**config.mk**
```make
export PLATFORM = sky130hd
export DESIGN_NAME = btn_event_sched
export DESIGN_NICKNAME = d
export VERILOG_FILES = /design/src/rtl/btn_pkg.sv /design/src/rtl/btn_ce_div.sv /design/src/rtl/btn_event_sched.sv
export SDC_FILE = /design/constraint.sdc
export NUM_CORES = 1
export LEC_CHECK = 0
export ABC_AREA = 1
export BUFFER_PORTS_ARGS = -buffer_cell sky130_fd_sc_hd__buf_2
export CORE_ASPECT_RATIO = 0.75
export CORE_UTILIZATION = 55
export CTS_CLUSTER_DIAMETER = 200
export CTS_CLUSTER_SIZE = 28
export DETAILED_ROUTE_END_ITERATION = 16
export PLACE_DENSITY_LB_ADDON = 0.15
export SYNTH_ARGS = -nofsm -noshare
export SYNTH_HDL_FRONTEND = slang
export SYNTH_SLANG_ARGS = --single-unit
```
**constraint.sdc**
```tcl
create_clock -name CLK -period 5 [get_ports CLK]
set_clock_uncertainty 0.15 [all_clocks]
set_input_delay 0.25 -clock CLK [delete_from_list [all_inputs] [get_ports CLK]]
set_output_delay 0.25 -clock CLK [all_outputs]
set_load 0.005 [all_outputs]
```
**src/rtl/btn_pkg.sv**
```systemverilog
// Shared types and helpers for the button-filter bank: clog2, prescaler default,
// event-kind constants and the event arbiter state type.
package btn_pkg;

  function automatic int unsigned clog2(input int unsigned v);
    int unsigned r;
    r = 0;
    for (int unsigned i = 0; i < 32; i++) begin
      if ((64'd1 << i) < 64'(v)) r = i + 1;
    end
    return r;
  endfunction

  localparam int unsigned CE_DIV_DEF = 50000;

  localparam logic KIND_PRESS = 1'b0;
  localparam logic KIND_RPT   = 1'b1;

  typedef enum logic {
    ST_IDLE,
    ST_PRESENT
  } arb_state_t;

endpackage

```
**src/rtl/btn_ce_div.sv**
```systemverilog
// Clock-enable prescaler: CE_O pulses for one cycle every CE_DIV cycles,
// the first pulse landing in cycle CE_DIV after reset release.
module btn_ce_div import btn_pkg::*; #(
  parameter int unsigned CE_DIV = CE_DIV_DEF
) (
  input  logic CLK,
  input  logic RST,
  output logic CE_O
);

  localparam int unsigned CDW = clog2(CE_DIV);

  logic [CDW-1:0] cnt;

  always_ff @(posedge CLK or posedge RST) begin
    if (RST) begin
      cnt  <= '0;
      CE_O <= 1'b0;
    end else if (cnt == CDW'(CE_DIV - 1)) begin
      cnt  <= '0;
      CE_O <= 1'b1;
    end else begin
      cnt  <= cnt + 1'b1;
      CE_O <= 1'b0;
    end
  end

endmodule

```
**src/rtl/btn_event_sched.sv**
```systemverilog
// Event scheduler: shared CE tick, per-button pending flags, optional auto-repeat
// (enabled by BTN_SCHED_REPEAT_EN) and a round-robin valid/ready event channel.
module btn_event_sched import btn_pkg::*; #(
  parameter int unsigned N_BTN      = 4,
  parameter int unsigned CE_DIV     = CE_DIV_DEF,
  parameter int unsigned HOLD_TICKS = 32,
  parameter int unsigned RPT_TICKS  = 8,
  localparam int unsigned CW        = (N_BTN > 1) ? clog2(N_BTN) : 1
) (
  input  logic             CLK,
  input  logic             RST,
  output logic             CE_O,
  input  logic [N_BTN-1:0] BTN_LVL,
  input  logic [N_BTN-1:0] BTN_PRS,
  output logic             EVT_VALID,
  output logic [CW-1:0]    EVT_CODE,
  output logic             EVT_RPT,
  input  logic             EVT_READY,
  output logic             OVF
);

  logic             ce;
  logic [N_BTN-1:0] pend, kind;
  logic [N_BTN-1:0] rpt_set, rpt_clr;
  logic [N_BTN-1:0] grant_mask;
  logic [CW-1:0]    ptr, grant_idx;
  logic             grant_ok, take;
  logic             evt_rpt_q;
  arb_state_t       state, state_n;

  btn_ce_div #(.CE_DIV(CE_DIV)) u_ce_div (
    .CLK  (CLK),
    .RST  (RST),
    .CE_O (ce)
  );

  assign CE_O = ce;

`ifdef BTN_SCHED_REPEAT_EN
  localparam int unsigned RMAX = (HOLD_TICKS > RPT_TICKS) ? HOLD_TICKS : RPT_TICKS;
  localparam int unsigned RW   = clog2(RMAX + 1);

  logic [RW-1:0]    rcnt [N_BTN];
  logic [N_BTN-1:0] first_done, rpt_req, lvl_q;

  always_ff @(posedge CLK or posedge RST) begin
    if (RST) begin
      for (int unsigned i = 0; i < N_BTN; i++) rcnt[i] <= '0;
      first_done <= '0;
      rpt_req    <= '0;
      lvl_q      <= '0;
    end else begin
      rpt_req <= '0;
      lvl_q   <= BTN_LVL;
      for (int unsigned i = 0; i < N_BTN; i++) begin
        if (!BTN_LVL[i] || BTN_PRS[i]) begin
          rcnt[i]       <= '0;
          first_done[i] <= 1'b0;
        end else if (ce) begin
          if (rcnt[i] + 1'b1 == (first_done[i] ? RW'(RPT_TICKS) : RW'(HOLD_TICKS))) begin
            rcnt[i]       <= '0;
            first_done[i] <= 1'b1;
            rpt_req[i]    <= 1'b1;
          end else begin
            rcnt[i] <= rcnt[i] + 1'b1;
          end
        end
      end
    end
  end

  // A request registered just as the button was released must not become an event.
  assign rpt_set = rpt_req & BTN_LVL;
  assign rpt_clr = lvl_q & ~BTN_LVL;
  assign EVT_RPT = evt_rpt_q;
`else
  logic unused_cfg;
  assign unused_cfg = ^{BTN_LVL, 32'(HOLD_TICKS), 32'(RPT_TICKS), evt_rpt_q};
  assign rpt_set    = '0;
  assign rpt_clr    = '0;
  assign EVT_RPT    = 1'b0;
`endif

  // Round-robin search: walk offsets from the far end so the nearest hit to PTR wins.
  always_comb begin
    int unsigned idx;
    logic [CW-1:0] idx_c;
    grant_ok  = 1'b0;
    grant_idx = '0;
    idx       = 0;
    idx_c     = '0;
    for (int unsigned off = N_BTN; off > 0; off--) begin
      idx = 32'(ptr) + off - 1;
      if (idx >= N_BTN) idx = idx - N_BTN;
      idx_c = CW'(idx);
      if (pend[idx_c]) begin
        grant_ok  = 1'b1;
        grant_idx = idx_c;
      end
    end
  end

  always_comb begin
    state_n    = state;
    take       = 1'b0;
    grant_mask = '0;
    case (state)
      ST_IDLE: begin
        if (grant_ok) begin
          state_n               = ST_PRESENT;
          take                  = 1'b1;
          grant_mask[grant_idx] = 1'b1;
        end
      end
      ST_PRESENT: begin
        if (EVT_READY) state_n = ST_IDLE;
      end
      default: state_n = ST_IDLE;
    endcase
  end

  always_ff @(posedge CLK or posedge RST) begin
    if (RST) state <= ST_IDLE;
    else     state <= state_n;
  end

  always_ff @(posedge CLK or posedge RST) begin
    if (RST) begin
      EVT_VALID <= 1'b0;
      EVT_CODE  <= '0;
      evt_rpt_q <= 1'b0;
      ptr       <= '0;
    end else if (take) begin
      EVT_VALID <= 1'b1;
      EVT_CODE  <= grant_idx;
      evt_rpt_q <= kind[grant_idx];
    end else if (state == ST_PRESENT && EVT_READY) begin
      EVT_VALID <= 1'b0;
      ptr       <= (EVT_CODE == CW'(N_BTN - 1)) ? '0 : EVT_CODE + 1'b1;
    end
  end

  // Later assignments take priority, so a new set beats a same-cycle grant clear.
  always_ff @(posedge CLK or posedge RST) begin
    if (RST) begin
      pend <= '0;
      kind <= '0;
      OVF  <= 1'b0;
    end else begin
      OVF <= |(BTN_PRS & pend & ~kind & ~grant_mask);
      for (int unsigned i = 0; i < N_BTN; i++) begin
        if (grant_mask[i] || (rpt_clr[i] && pend[i] && kind[i] == KIND_RPT))
          pend[i] <= 1'b0;
        if (BTN_PRS[i]) begin
          pend[i] <= 1'b1;
          kind[i] <= KIND_PRESS;
        end else if (rpt_set[i] && !pend[i]) begin
          pend[i] <= 1'b1;
          kind[i] <= KIND_RPT;
        end
      end
    end
  end

endmodule

```
==> results.toml, run 1 <==
[global_route]
grt_pass1_wl_um = 5550
grt_usage_pct = 22.6
grt_start_max_net_pins = 29
overflow = 0
grt_pass1_vias = 1236
antenna_found_initial = 0

[logic_synthesis]
synthMostInstantiatedCell = "nand2_1"
synth_area_per_cell_um2 = 7.84
yosysTopAreaCell = "dfrtp_1"
synth_edf_count = 0
synth.area.top_cells = "dfrtp_1 42%, nand2_1 11%, inv_1 7.7%"
syn_nets = 224
synth.distinct_cells = 30
synth_area_um2 = 1650
synthTopCellsByCount = "49 x nand2_1, 34 x inv_1, 28 x dfrtp_1"
synth_top_area_share_pct = 42.4
synth_cells = 211
ys_async_sr_fraction_pct = 100
synth.yosys.warnings = 0
ys_seq_area_share_pct = 42.4
synth-seq-cells = 28
ys.flop_type = "dfrtp_1"

[drt]
wl_met3_um = 169
drc = 0
drtPass1Iterations = 4
dr_wl_met2_um = 1220
drtIter0Drc = 72
routedWlPerCell_um = 11.6
wl_met1_um = 1590
antenna_left = 0
vias = 1320
top_layer_used = "met4"
wl_um = 3010
viasPerCell = 5.08

[worst_setup_path]
crit_top_cell = "nand2_1"
critical_path_class = "reg -> reg"
cp_num_buf_inv = 2
cp_max_fo = 11
reg2reg_slack_ns = 2.97
cp.required_ns = 5.03
path_depth = 13
endpoint = "OVF"
cp.arrival_ns = 2.05
r2r-start = "ptr[0]"
path_cells = "inv_1, nand2_1, nand3_1, nand2_2, nand3_2, nand2_1, nand2_2, nand2_2, nand3_1, nand2_1, nand2_1, inv_1, nand2_1"
crit_family = "simple AND/OR/NAND/NOR gates"
rr_worst_depth = 13
r2r_end = "OVF"
critical_path.endpoint_type = "flip-flop"
slowest_delay_ns = 0.60
setup.worst_path.start = "ptr[0]"
start_kind = "flip-flop"
slowest_stage = "dfrtp_1"

[placed_design]
placed_cell_area_um2 = 1740
place_inst = 256
dp_hpwl_um = 2300
gp_congestion = 0.975
portBuffers = 11

[clock_network]
htreeDepth = 1
clockBufferDepth = 2
post_cts_buffers = 0
cts.sinks = 28
cts_buffers = 3
path_clk_slew_ns = 0.09
cts_hold_buf = 0
clk_latency_ns = 0.27
cts_resized = 0
cts_tree = "yes"
cts.root.buffer_cell = "clkbuf_8"

[layout]
stdcell_count = 260
n_antenna_cell = 0
nNetsFinal = 238
syn2layout_area_growth_pct = 8.25
drive_gt1_share_pct = 21.9
final_area_um2 = 1790
n_fill_cell = 253

[sta]
period_share_pct = 40.5
tns_ns = 0
final_hold_viol_count = 0
relSlewSlack_pct = 31.5
clock.fmax_mhz = 494
holdWs_ns = 0.00801
setup_violations = 0
rsz0062_at_grt = "no"
worstMarginPinSlew_ns = 1.03
drv_slew = 0
fin_crit_ns = 2.03

[floorplanning]
std_cell_rows = 16
die_x_um = 65.3
core-area_um2 = 2720
die_area_um2 = 3230
io_pins = 17
fp.dieH_um = 49.5
start_util_pct = 60.8

[power_and_ir_drop]
power.density_nw_per_um2 = 457
leakage_nw = 0.943
finalPower_mw = 0.818
vdd_drop_max_mv = 0.295

[job]
cap_violations = 0

[outcome]
status = "finished clean"

[hold_path]
hold_class = "in -> reg"
holdPathStages = 2
==> worst reg2reg max path: stages, from the launching register on <==
cell and delay (ns):
dfrtp_1 0.60, inv_1 0.18, nand2_1 0.11, nand3_1 0.11, nand2_2 0.11, nand3_2 0.08
nand2_1 0.08, nand2_2 0.08, nand2_2 0.09, nand3_1 0.12, nand2_1 0.09, nand2_1 0.05
inv_1 0.04, nand2_1 0.04
==> worst min path at each step <==
| stage | from | slack [ns] | to |
|---|---|---|---|
| 6_report | BTN_PRS[2] | 0.008 | pend[2] |
| 3_5_place_dp | BTN_PRS[2] | 0.30 | pend[2] |
| 5_1_grt | EVT_READY | 0.005 | state |
| 2_1_floorplan | RST | 0.17 | EVT_CODE[0] |
| 3_3_place_gp | BTN_PRS[2] | 0.29 | pend[2] |
| 4_1_cts | BTN_PRS[2] | 0.004 | pend[2] |
==> power breakdown <==
part,switching (mW),internal [mW]
clock,0.0678,0.0705
combinational,0.232,0.132
sequential,0.0488,0.267
total,0.348,0.470
==> placed cells by master (no fill, tap or decap), types with 2 or more instances in the layout <==
cell type and instances:
nor3_2 2, ha_1 2, dfrtp_1 28, nand2_2 9
nand4_1 5, a31oi_1 2, nor4_1 2, nor2_4 2
xor2_1 6, nor2_2 6, nand3_1 13, a21o_1 4
clkbuf_8 4, nand3_2 4, inv_2 7, nor2_1 15
nor3_1 4, or2_1 2, buf_2 11, o21ai_0 5
inv_1 34, nand2_1 49
==> sequential cells by signal, indices dropped and copies added, names as in the netlist <==
signal and count:
u_ce_div.CE_O 1, EVT_VALID 1, ptr 2, EVT_CODE 2, u_ce_div.cnt 16, pend 4, OVF 1, state 1
==> per-stage QoR <==
step	setup slack, ns	utilization (%)
2_1_floorplan	3.38	-
3_3_place_gp	3.03	63.7
3_5_place_dp	3.00	63.7
4_1_cts	2.99	65.8
5_1_grt	2.74	65.8
6_report	2.97	65.8
==> layer usage <==
layer | vias to the layer above | track usage, %
li1 | 684 | -
met1 | 595 | 35.0
met2 | 36 | 32.0
met3 | 5 | 4.86
met4 | 0 | 5.43
met5 | - | 0
==> area by class of cell <==
class,count,area [um2],share of cell area [%]
sequential,28,701,39.1
timing repair buffer,11,55.1,3.07
inverter,41,154,8.60
multi-input combinational,140,781,43.6
tap,36,45.0,2.52
clock buffer,4,55.1,3.07
==> cell families after synthesis <==
family,count (synthesis),share of synthesized area (%)
xor gates and xnor gates,7,3.71
buffers and inverters,43,10.4
and+or+nand+nor,114,34.5
AOI/OAI and AO/OA,16,7.26
adders and majority gates,2,1.51
DFF,28,42.4
other,1,0.227
Power figures use the tool's default switching activity.
==> run 2: changes to the inputs <==
--- a/config.mk
+++ b/config.mk
@@ -8,7 +8,7 @@
 export ABC_AREA = 1
 export BUFFER_PORTS_ARGS = -buffer_cell sky130_fd_sc_hd__buf_2
 export CORE_ASPECT_RATIO = 0.75
-export CORE_UTILIZATION = 55
+export CORE_UTILIZATION = 52
 export CTS_CLUSTER_DIAMETER = 200
 export CTS_CLUSTER_SIZE = 28
 export DETAILED_ROUTE_END_ITERATION = 16
==> constraint.sdc (replaced) <==
create_clock -name CLK -period 1.85 [get_ports CLK]
set_clock_uncertainty 0.15 [all_clocks]
set_input_delay 0.0925 -clock CLK [delete_from_list [all_inputs] [get_ports CLK]]
set_output_delay 0.0925 -clock CLK [all_outputs]
set_load 0.005 [all_outputs]
==> results.toml, run 2 (synthesis results as in run 1) <==
[drt]
drtIter0Drc = 77
antenna_left = 0
vias = 1431
wl_um = 3610
drtPass1Iterations = 4
viasPerCell = 5.11
routedWlPerCell_um = 12.9
drc = 0

[placed_design]
gp_congestion = 0.958
dp_hpwl_um = 2600
dpl_worst_slack_ns = 0.0290
portBuffers = 11

[layout]
final_cell_mix = "45 x nand2_1, 33 x inv_1, 27 x dfrtp_1"
nNetsFinal = 256
multiInputGateArea_um2 = 822
largest_reg_flops = 16
syn2layout_area_growth_pct = 20.5
n_antenna_cell = 0
drive_gt1_share_pct = 29.3
seq_area_um2 = 702
fin_util_pct = 66.9
final_common_cell = "nand2_1"
reg_top3 = "u_ce_div.cnt: 16 flops, pend: 4 flops"
n_fill_cell = 268
largest-register = "u_ce_div.cnt"

[worst_setup_path]
cp.required_ns = 1.93
cp.arrival_ns = 1.92
cp_num_buf_inv = 2
cp_max_fo = 4
slowest_stage = "dfrtp_1"
critical_path_class = "reg -> reg"
path_cells = "ha_2, nand2_2, nor2_4, nand3_2, nor2_4, nand2_4, inv_2, nand3_2, nor2_2, or2_1, nand3_1, inv_1"
slowest_delay_ns = 0.38
r2r_end = "u_ce_div.cnt[12]"
crit_family = "simple AND/OR/NAND/NOR gates"
start_kind = "flip-flop"
rr_worst_depth = 12
r2r-start = "u_ce_div.cnt[0]"
critical_path.endpoint_type = "flip-flop"
reg2reg_slack_ns = 0.01

[global_route]
overflow = 0
grt_start_max_net_pins = 29
antenna_found_initial = 0
grt_pass1_wl_um = 5780
grt_usage_pct = 22.6
grt_pass1_vias = 1350

[floorplanning]
fp.dieH_um = 50.8
core-area_um2 = 2980
io_pins = 17
die_area_um2 = 3410
start_util_pct = 55.5
std_cell_rows = 17
die_x_um = 67.1

[sta]
drv_slew = 0
setup_violations = 0
fin_crit_ns = 1.84
rsz0062_at_grt = "yes"
period_share_pct = 99.4
setup_ws_ns = 0.0103
holdWs_ns = 0.266
clock.fmax_mhz = 544
final_hold_viol_count = 0

[clock_network]
clockBufferDepth = 2
cts_buffers = 3
clk_latency_ns = 0.27
htreeDepth = 1
cts.root.buffer_cell = "clkbuf_8"
path_clk_slew_ns = 0.10
cts_tree = "yes"
cts.sinks = 28

[hold_path]
hold_class = "in -> async"

[power_and_ir_drop]
power.density_nw_per_um2 = 1200
leakage_nw = 1.05
vdd_drop_max_mv = 0.729

[outcome]
status = "finished clean"

[job]
cap_violations = 0
-- run 2: how the worst max path moves through the flow --
stage	from	to	slack, ns	cells past startpoint
after global routing	ptr[0]	OVF	-0.1	13
final	u_ce_div.cnt[0]	u_ce_div.cnt[12]	0.01	12
after floorplan	u_ce_div.cnt[0]	u_ce_div.cnt[14]	0.23	10
after detailed placement	ptr[0]	OVF	0.03	11
after global placement	ptr[0]	OVF	0.09	11
after CTS	ptr[0]	OVF	0.02	11
-- run 2: per-layer routing --
metal  vias to the layer above  GRT usage, %  share of wire (%)
met1                       671          31.9                 47
met5                         -             0                  0
met4                         0          3.90                1.0
li1                        713             -                  -
met2                        42          36.0                 48
met3                         5          4.91                4.5
-- run 2: stage by stage --
stage	TNS, ns	std cells	cell area, um2	power, mW
global route	-0.303	280	1990	2.59
detailed placement	0	263	1780	1.93
global placement	0	263	1780	1.86
CTS	0	273	1890	2.32
floorplan	0	211	1650	1.65
finish	0	280	1990	2.40
-- run 2: repair_timing --
item | CTS | global route
buffers inserted | 0 | 7
endpoints found under the setup margin | 0 | 8
hold buffers | 6 | 0
hold endpoints to repair | 34 | 0
resized for setup | 0 | 14
-- run 2: worst register-to-register path, delay by kind of cell (launching register included) --
family / cells / cell delay (ns)
fa+ha+maj: 1 / 0.20
flops: 1 / 0.38
buf+inv: 2 / 0.13
simple gates: 9 / 0.95
-- run 2: report_power, final --
group / total, mW / switching [mW] / internal, mW
Combinational: 1.18 / 0.733 / 0.442
Clock: 0.377 / 0.187 / 0.191
Sequential: 0.844 / 0.119 / 0.724
Total: 2.40 / 1.04 / 1.36
-- run 2: area by class of cell --
type                            count  share of cell area [%]
Timing Repair Buffer               29                    10.7
Inverter                           41                    7.72
Tap cell                           38                    2.39
Sequential cell                    28                    35.2
Multi-Input combinational cell    140                    41.2
Clock buffer                        4                    2.76
==> run 3: changes to the inputs <==
--- a/config.mk
+++ b/config.mk
@@ -6,12 +6,12 @@
 export NUM_CORES = 1
 export LEC_CHECK = 0
 export ABC_AREA = 1
-export BUFFER_PORTS_ARGS = -buffer_cell sky130_fd_sc_hd__buf_2
 export CORE_ASPECT_RATIO = 0.75
-export CORE_UTILIZATION = 52
+export CORE_UTILIZATION = 47
 export CTS_CLUSTER_DIAMETER = 200
-export CTS_CLUSTER_SIZE = 28
+export CTS_CLUSTER_SIZE = 14
 export DETAILED_ROUTE_END_ITERATION = 16
+export DONT_BUFFER_PORTS = 1
 export PLACE_DENSITY_LB_ADDON = 0.15
 export SYNTH_ARGS = -nofsm -noshare
 export SYNTH_HDL_FRONTEND = slang
==> results.toml, run 3 (synthesis results as in run 1) <==
[outcome]
status = "complete, but fails checks"
failed_checks = "DRC"

[worst_setup_path]
cp_max_fo = 7
cp.arrival_ns = 1.84
cp.required_ns = 1.87
slowest_stage = "dfrtp_2"
critical_path_class = "reg -> reg"
slowest_delay_ns = 0.48
cp_num_buf_inv = 2
path_cells = "buf_4, nand2_2, nand3_1, nand2_2, nand3_2, nand2_1, nand2_2, nand2_2, nand3_1, nand2_1, nand2_1, inv_1, nand2_1"
crit_family = "simple AND/OR/NAND/NOR gates"
start_kind = "flip-flop"
critical_path.endpoint_type = "flip-flop"

[layout]
multiInputGateArea_um2 = 805
final_area_um2 = 1880
seq_area_um2 = 703
reg_top3 = "u_ce_div.cnt: 16 flops, pend: 4 flops"
drive_gt1_share_pct = 24.2
syn2layout_area_growth_pct = 13.9
nNetsFinal = 242
largest_reg_flops = 16
fin_util_pct = 56.5
n_fill_cell = 326
n_antenna_cell = 0
final_common_cell = "nand2_1"
final_cell_mix = "45 x nand2_1, 33 x inv_1, 26 x dfrtp_1"
largest-register = "u_ce_div.cnt"

[global_route]
met3_usage_pct = 5.52
antenna_found_initial = 0
grt_pass1_vias = 1175
grt_pass1_wl_um = 5130
overflow = 0
grt_start_max_net_pins = 29
use_met1_pct = 25.3
busiest_layer = "met2"
grt_usage_pct = 18.0
met2_usage_pct = 27.7

[floorplanning]
start_util_pct = 49.6
fp.dieH_um = 53.4
die_area_um2 = 3760
core-area_um2 = 3330
std_cell_rows = 18
die_x_um = 70.5
io_pins = 17

[sta]
setup_violations = 0
clock.fmax_mhz = 547
drv_slew = 0
rsz0062_at_grt = "yes"
period_share_pct = 98.7
fin_crit_ns = 1.83
final_hold_viol_count = 0

[drt]
antenna_left = 0
routedWlPerCell_um = 11.8
drc = 4
drtPass1Iterations = 10
vias = 1346
viasPerCell = 5.04
drtIter0Drc = 68
wl_um = 3160

[clock_network]
cts_buffers = 3
cts_tree = "yes"
htreeDepth = 1
clockBufferDepth = 2
path_clk_slew_ns = 0.09
cts.sinks = 28
clk_latency_ns = 0.27
cts.root.buffer_cell = "clkbuf_8"

[job]
cap_violations = 0

[placed_design]
gp_congestion = 0.953
placed_cell_area_um2 = 1730
dp_hpwl_um = 2400
portBuffers = 0

[power_and_ir_drop]
leakage_nw = 0.977
vdd_drop_max_mv = 0.731
power.density_nw_per_um2 = 1210

[hold_path]
hold_class = "in -> async"
-- run 3: cell types whose count changed in the layout (fill, tap and decap cells not counted), sizes merged --
cell    before  now
buf         23    9
clkbuf       4    3
-- run 3: path summary, 6_finish.rpt --
| kind | from | endpoint | slack, ns | depth (start not counted) |
|---|---|---|---|---|
| max | ptr[0] | OVF | 0.02 | 13 |
| min | RST | OVF | 0.17 | 3 |
| max reg2reg | ptr[0] | OVF | 0.02 | 13 |
| min reg2reg | u_ce_div.cnt[0] | u_ce_div.cnt[0] | 0.33 | 1 |
| max in group asynchronous | RST | ptr[0] | 1.10 | 3 |
| min in group CLK | u_ce_div.cnt[0] | u_ce_div.cnt[0] | 0.33 | 1 |
-- run 3: per-layer routing --
| metal | wire length [um] | vias up |
|---|---|---|
| met4 | 13 | 0 |
| met2 | 1350 | 36 |
| met3 | 196 | 3 |
| li1 | - | 688 |
| met5 | 0 | - |
| met1 | 1600 | 619 |
-- run 3: power breakdown --
part           leakage, nW  internal [mW]  switching, mW  total [mW]
logic                0.616          0.441          0.658        1.10
registers            0.339          0.727          0.143       0.869
clock network       0.0216          0.146          0.174       0.320
-- run 3: worst register-to-register path: stages (launching register included) --
cell and delay, ns:
dfrtp_2 0.48, buf_4 0.16, nand2_2 0.06, nand3_1 0.12, nand2_2 0.12, nand3_2 0.08, nand2_1 0.08, nand2_2 0.08
nand2_2 0.07, nand3_1 0.12, nand2_1 0.08, nand2_1 0.05, inv_1 0.05, nand2_1 0.05
-- run 3: cell type report --
cell class              instances  share of cell area, %
inverters                      41                   8.17
repair buffers                 15                   6.97
well taps                      40                   2.66
multi-input cells             140                   42.7
flip-flops and latches         28                   37.3
clock buffers                   3                   2.19
-- run 3: what timing repair did --
item	in CTS	in global routing
endpoints found under the hold margin	37	0
pin swaps	0	6
setup buffers	0	3
gates resized for setup	1	10
hold buffers	6	0
setup endpoints to repair	1	9
-- run 3: through the flow --
stage | TNS [ns] | hold WS [ns] | instances | worst slack (ns) | total power, mW
2_1_floorplan | 0 | 0.00791 | 211 | 0.230 | 1.65
3_3_place_gp | 0 | -0.0836 | 255 | 0.0400 | 1.85
3_5_place_dp | 0 | -0.0766 | 255 | 0.0227 | 1.88
4_1_cts | 0 | 0.170 | 264 | 0.0443 | 2.23
5_1_grt | -0.262 | 0.206 | 267 | -0.0925 | 2.50
6_report | 0 | 0.167 | 267 | 0.0234 | 2.29
